$ cat src/rtl/arm_mac_iter.sv
// -----------------------------------------------------------------------------
// arm_mac_iter
//   Iterative multiply-accumulate unit for the ARM core. Handles MUL/MLA
//   (W-bit result) and UMULL/UMLAL/SMULL/SMLAL (2W-bit result). The
//   multiplier is retired RADIX_BITS per cycle, LSB first. A final cycle
//   applies the signed-multiplier correction and the accumulator, then
//   registers the result and the {N,Z} flags.
//
// Ports
//   clk, rst        clock (rising edge), synchronous active-high reset
//   start / ready   request handshake; accepted when both are 1
//   busy            operation in progress (ITER or FINAL)
//   done            one-cycle pulse, results valid
//   is_long         1 = 2W result, 0 = W result
//   is_signed       two's-complement operands (long forms only)
//   accumulate      add {acc_hi,acc_lo} (long) or acc_lo (short)
//   op_a, op_b      multiplicand (Rm), multiplier (Rs)
//   acc_lo, acc_hi  accumulator words
//   res_lo, res_hi  result words (res_hi is 0 for short forms)
//   nz              {N,Z} flags of the result
// -----------------------------------------------------------------------------
module arm_mac_iter #(
    parameter int WIDTH      = 32,
    parameter int RADIX_BITS = 2,
    parameter int EARLY_OUT  = 0
) (
    input  logic             clk,
    input  logic             rst,
    input  logic             start,
    output logic             ready,
    output logic             busy,
    input  logic             is_long,
    input  logic             is_signed,
    input  logic             accumulate,
    input  logic [WIDTH-1:0] op_a,
    input  logic [WIDTH-1:0] op_b,
    input  logic [WIDTH-1:0] acc_lo,
    input  logic [WIDTH-1:0] acc_hi,
    output logic [WIDTH-1:0] res_lo,
    output logic [WIDTH-1:0] res_hi,
    output logic [1:0]       nz,
    output logic             done
);

    localparam int N  = WIDTH / RADIX_BITS;
    localparam int W2 = 2 * WIDTH;
    localparam int CW = $clog2(N + 1);

    typedef enum logic [1:0] {
        S_IDLE  = 2'd0,
        S_ITER  = 2'd1,
        S_FINAL = 2'd2,
        S_DONE  = 2'd3
    } state_t;

    state_t            state_reg;
    logic [CW-1:0]     cnt_reg;
    logic [W2-1:0]     mcand_reg;    // extended multiplicand, shifted left each ITER
    logic [WIDTH-1:0]  mplier_reg;   // multiplier, shifted right each ITER
    logic [W2-1:0]     prod_reg;     // running sum of partial products
    logic [WIDTH-1:0]  a_reg;        // original multiplicand for sign correction
    logic [W2-1:0]     acc_reg;      // accumulator, already zeroed if unused
    logic              b_neg_reg;    // signed long op with negative multiplier
    logic              long_reg;
    logic              signed_reg;   // effective signedness (long forms only)
    logic [WIDTH-1:0]  res_lo_reg;
    logic [WIDTH-1:0]  res_hi_reg;
    logic [1:0]        nz_reg;
    logic              ready_reg;
    logic              busy_reg;
    logic              done_reg;

    logic                  accept;
    logic                  eff_signed;
    logic [RADIX_BITS-1:0] digit;
    logic [W2-1:0]         pp_terms [RADIX_BITS];
    logic [W2-1:0]         pp_sum;
    logic [W2-1:0]         prod_next;
    logic [WIDTH-1:0]      mplier_next;
    logic                  last_iter;
    logic [W2-1:0]         corr;
    logic [W2-1:0]         full;

    assign accept     = start && ready_reg;
    assign eff_signed = is_long && is_signed;

    // One shifted copy of the multiplicand per multiplier bit of the digit.
    assign digit = mplier_reg[RADIX_BITS-1:0];
    generate
        for (genvar gi = 0; gi < RADIX_BITS; gi++) begin : g_pp
            assign pp_terms[gi] = digit[gi] ? (mcand_reg << gi) : '0;
        end
    endgenerate

    always_comb begin
        pp_sum = '0;
        for (int i = 0; i < RADIX_BITS; i++) begin
            pp_sum = pp_sum + pp_terms[i];
        end
    end

    assign prod_next   = prod_reg + pp_sum;
    assign mplier_next = mplier_reg >> RADIX_BITS;

    // Early-out only for unsigned work: a signed multiplier's high bits still
    // carry weight through the final correction, so it always runs N cycles.
    assign last_iter = (cnt_reg == CW'(N - 1)) ||
                       ((EARLY_OUT != 0) && !signed_reg && (mplier_next == '0));

    // The multiplier was consumed as unsigned. If it was really negative,
    // ext(b) = b - 2^W, so remove ext(a) << W; modulo 2^2W only the low W
    // bits of ext(a) survive that shift.
    assign corr = b_neg_reg ? {a_reg, {WIDTH{1'b0}}} : '0;
    assign full = prod_reg - corr + acc_reg;

    always_ff @(posedge clk) begin
        if (rst) begin
            state_reg  <= S_IDLE;
            cnt_reg    <= '0;
            mcand_reg  <= '0;
            mplier_reg <= '0;
            prod_reg   <= '0;
            a_reg      <= '0;
            acc_reg    <= '0;
            b_neg_reg  <= 1'b0;
            long_reg   <= 1'b0;
            signed_reg <= 1'b0;
            res_lo_reg <= '0;
            res_hi_reg <= '0;
            nz_reg     <= 2'b00;
            ready_reg  <= 1'b1;
            busy_reg   <= 1'b0;
            done_reg   <= 1'b0;
        end else begin
            done_reg <= 1'b0;
            case (state_reg)
                S_IDLE, S_DONE: begin
                    if (accept) begin
                        cnt_reg    <= '0;
                        mcand_reg  <= eff_signed ? {{WIDTH{op_a[WIDTH-1]}}, op_a}
                                                 : {{WIDTH{1'b0}}, op_a};
                        mplier_reg <= op_b;
                        prod_reg   <= '0;
                        a_reg      <= op_a;
                        if (!accumulate)
                            acc_reg <= '0;
                        else if (is_long)
                            acc_reg <= {acc_hi, acc_lo};
                        else
                            acc_reg <= {{WIDTH{1'b0}}, acc_lo};
                        b_neg_reg  <= eff_signed && op_b[WIDTH-1];
                        long_reg   <= is_long;
                        signed_reg <= eff_signed;
                        state_reg  <= S_ITER;
                        ready_reg  <= 1'b0;
                        busy_reg   <= 1'b1;
                    end else begin
                        state_reg  <= S_IDLE;
                        ready_reg  <= 1'b1;
                        busy_reg   <= 1'b0;
                    end
                end
                S_ITER: begin
                    prod_reg   <= prod_next;
                    mcand_reg  <= mcand_reg << RADIX_BITS;
                    mplier_reg <= mplier_next;
                    cnt_reg    <= cnt_reg + CW'(1);
                    if (last_iter)
                        state_reg <= S_FINAL;
                end
                S_FINAL: begin
                    res_lo_reg <= full[WIDTH-1:0];
                    if (long_reg) begin
                        res_hi_reg <= full[W2-1:WIDTH];
                        nz_reg     <= {full[W2-1], full == '0};
                    end else begin
                        res_hi_reg <= '0;
                        nz_reg     <= {full[WIDTH-1], full[WIDTH-1:0] == '0};
                    end
                    state_reg <= S_DONE;
                    busy_reg  <= 1'b0;
                    done_reg  <= 1'b1;
                    ready_reg <= 1'b1;
                end
                default: begin
                    state_reg <= S_IDLE;
                    ready_reg <= 1'b1;
                    busy_reg  <= 1'b0;
                end
            endcase
        end
    end

    assign ready  = ready_reg;
    assign busy   = busy_reg;
    assign done   = done_reg;
    assign res_lo = res_lo_reg;
    assign res_hi = res_hi_reg;
    assign nz     = nz_reg;

endmodule

$ cat config.mk
export PLATFORM = sky130hd
export DESIGN_NAME = arm_mac_iter
export DESIGN_NICKNAME = d
export VERILOG_FILES = /design/src/rtl/arm_mac_iter.sv
export SDC_FILE = /design/constraint.sdc
export NUM_CORES = 1
export LEC_CHECK = 0
export ABC_AREA = 0
export CAP_MARGIN = 20
export CELL_PAD_IN_SITES_DETAIL_PLACEMENT = 0
export CELL_PAD_IN_SITES_GLOBAL_PLACEMENT = 2
export CORE_MARGIN = 2
export CORE_UTILIZATION = 36
export CTS_BUF_LIST = sky130_fd_sc_hd__clkbuf_8
export DETAILED_ROUTE_END_ITERATION = 10
export MAX_ROUTING_LAYER = met4
export PLACE_DENSITY_LB_ADDON = 0.1
export SLEW_MARGIN = 20
export SYNTH_ARGS = -nofsm -noshare
export SYNTH_HDL_FRONTEND = slang
export SYNTH_SLANG_ARGS = --single-unit
$ cat constraint.sdc
create_clock -name clk -period 5.04 [get_ports clk]
set_input_delay 0.504 -clock clk [delete_from_list [all_inputs] [get_ports clk]]
set_output_delay 0.504 -clock clk [all_outputs]
set_load 0.05 [all_outputs]
==> impl_metrics.csv <==
group,metric,value,unit
drt,first_pass_drt_iterations,5,
setup_path,startpoint_type,"register",
min_path,holdCritPathClass,"primary input to register",
drt,drt-wirelength-per-cell,21.2,um
sta,timing.final.crit_share,91.0,%
floorplanning,fp-row-count,95,
synth,post_synthesis_simple_gate_area_fraction,21.0,%
global_routing,global_route_wire_length_before_repair,136000,um
clocking,cts-root-buf,"clkbuf_8",
clocking,ctsLongestPathBuffers,3,
synth,synth_seq_area_share,27.2,%
synth,synthesis.area,24500,sq um
floorplanning,die_boundary_width,265,um
power,cellPowerDensity,507,nW/um^2
floorplanning,floorplan.initialDensity,36.5,%
drt,detail-route-antenna-nets,0,
clocking,tritoncts,"yes",
synth,yosys.cell_types.count,83,
drt,first_iter_violations,1430,
sta,timing.setup.tns,0,ns
synth,avgSynthCellArea,7.80,sq um
sta,layout_min_cycle_time,4.59,ns
global_routing,gr-usage-met1,37.0,%
synth,yosys-mux-area-fraction,2.63,%
sta,timing.final.setup_violations,0,
run_status,run_status,"complete, no violations",
drt,dr_total_vias,22700,
floorplanning,die_h,265,um
floorplanning,ioPinCount,203,
synth,synth_edf_count,0,
sta,rsz0062_at_grt,"false",
global_routing,track_usage,25.7,%
clocking,post_cts_buffers,0,
drt,wirelength,88800,um
synth,synth_compound_gate_area_share,22.3,%
power,max-vdd-ir-drop,0.380,mV
global_routing,first_global_vias,22200,
placement,final_hpwl_from_detailed_placement,70100,um
finish,post_route_cells_drive_above_1_share,5.10,%
floorplanning,core_area,67300,sq um
finish,layout.cells.most_common,"dfxtp_1",
setup_path,path_class,"register to register",
clocking,post_cts_hold_buffer_count,0,
finish,areaGrowthSynthToFinish,16.4,%
synth,ffs_w_async_s_r_synth,0,%
clocking,ctsResizeCount,0,
setup_path,worst_ep_arrival_time,5.22,ns
synth,syn_nets,3538,
global_routing,grt_overflow,0,
clocking,tritoncts.num_buffers,61,
sta,worst-slew-pin-transition,0.983,ns
sta,hold_viol,0,
synth,synth_fa_ha_area_share,15.9,%
setup_path,kind_of_end_point_of_the_critical_path,"register",
power,total_power,14.5,mW
sta,finClkSkew,0.0190,ns
synth,yosys_warns,0,
placement,io_buffers,202,
run,cap_violations,0,
clocking,cts_num_sinks,334,
setup_path,data_required_time_at_the_worst_endpoint,5.67,ns
clocking,cts.reportedPaths.clkPinSlew,0.06,ns
global_routing,met2_usage,37.9,%
drt,drc_viols,0,
finish,num-nets-final,3662,
synth,yosys_register_bits,334,
power,leakagePower,12.1,nW
clocking,clock_latency,0.70,ns
global_routing,top_usage_layer,"met2",
setup_path,critPathMaxFanout,26,
clocking,clock_tree.htree_level_count,2,
finish,area.sequential,6690,sq um
synth,synth_top_flop_cell,"dfxtp_1",
global_routing,maximum_number_of_pins_on_one_net_before_global_route_repair,142,
synth,combinational_family_with_the_most_area_after_synthesis,"compound AO/OA/AOI/OAI gates",
finish,mostFrequentLayoutCells,"dfxtp_1, inv_1, nand2_1",
drt,avgViaCountPerCell,5.42,
synth,synth_xor_area_share,3.50,%
global_routing,grtUsageMet3,3.23,%
finish,fillerInstances,6948,
sta,slew_violations,0,
global_routing,antenna_found_initial,1,
synth,synthesis.instances,3148,
floorplanning,die-area,70300,sq um
sta,max-slew-margin-rel,34.5,%
sta,worst_slack,0.453,ns
placement,pre_cts_slack,0.540,ns
sta,maxClockFrequency,218,MHz
placement,gp_congestion,0.929,
finish,multiInputGateArea,16100,sq um
finish,fin_util,42.5,%
==> cell usage after synthesis (8+ instances only) <==
| master | number | area, sq um |
|---|---|---|
| nand2b_1 | 12 | 75.1 |
| a22oi_1 | 85 | 638 |
| a21o_1 | 62 | 465 |
| nand2_1 | 308 | 1160 |
| a31oi_1 | 51 | 319 |
| dfxtp_1 | 334 | 6690 |
| ha_1 | 162 | 2030 |
| xnor2_1 | 60 | 526 |
| or2_2 | 8 | 50.1 |
| o211ai_1 | 13 | 97.6 |
| nor3_1 | 56 | 280 |
| nor2_1 | 275 | 1030 |
| xor2_1 | 38 | 333 |
| o21ai_0 | 116 | 581 |
| mux2i_1 | 61 | 611 |
| nor2b_1 | 24 | 150 |
| inv_1 | 289 | 1080 |
| clkbuf_1 | 168 | 631 |
| nor4_1 | 8 | 50.1 |
| o22ai_1 | 25 | 156 |
| and3_1 | 23 | 144 |
| buf_1 | 8 | 30.0 |
| a21oi_1 | 241 | 1210 |
| fa_1 | 94 | 1880 |
| nand4_1 | 52 | 325 |
| or3_1 | 13 | 81.3 |
| o21bai_1 | 30 | 225 |
| buf_2 | 11 | 55.1 |
| o21a_1 | 24 | 180 |
| a211oi_1 | 69 | 518 |
| and2_1 | 164 | 1030 |
| nand3_1 | 110 | 551 |
==> area by class of cell <==
cell class	instances	area share, %
antenna	2	0.0175
clock buffer	74	3.56
clock inverter	31	0.600
inverter	289	3.80
multi-input combinational	2336	56.4
sequential	334	23.4
tap	873	3.82
timing repair buffer	250	8.44
==> stage by stage <==
stage | instance area [sq um] | instances | hold WS, ns
2_1_floorplan | 24500 | 3148 | 0.432
3_3_place_gp | 27400 | 4082 | 0.439
3_5_place_dp | 27400 | 4082 | 0.444
4_1_cts | 28600 | 4187 | 0.207
5_1_grt | 28600 | 4189 | 0.235
6_report | 28600 | 4189 | 0.247
==> final timing paths <==
path,from,endpoint,slack [ns],cells after the start
min,rst,mcand_reg[62],0.25,2
max reg2reg,b_neg_reg,nz[0],0.45,15
min reg2reg,a_reg[21],a_reg[21],0.45,2
max,b_neg_reg,nz[0],0.45,15
==> cells by family after synthesis <==
kind of cell	Yosys count
flops	334
simple gates	1081
buf+inv	478
fa+ha+maj	256
xor+xnor	98
compound gates	837
mux	64
==> per-layer routing <==
layer	share of wire (%)	wire length [um]	vias up
li1	-	-	11200
met1	50	44600	10800
met2	43	37800	580
met3	4.8	4290	113
met4	2.3	2060	0
met5	0	0	-
==> where the power goes <==
group,leakage (nW),internal (mW),switching [mW]
combinational,8.65,2.88,5.51
sequential,2.72,3.13,0.371
clock,0.687,1.36,1.23
==> critical path, stage by stage, from the launching register on <==
cell	delay, ns
dfxtp_1	0.35
buf_4	0.22
and2_1	0.18
fa_1	0.48
inv_1	0.04
ha_1	0.51
nand2_1	0.29
nor3_1	0.54
and2_1	0.32
nand3_1	0.14
o41ai_1	0.34
xnor2_1	0.24
or4_1	0.44
nor4_1	0.24
nand4_1	0.12
nand2_1	0.08
Power figures use the tool's default switching activity.
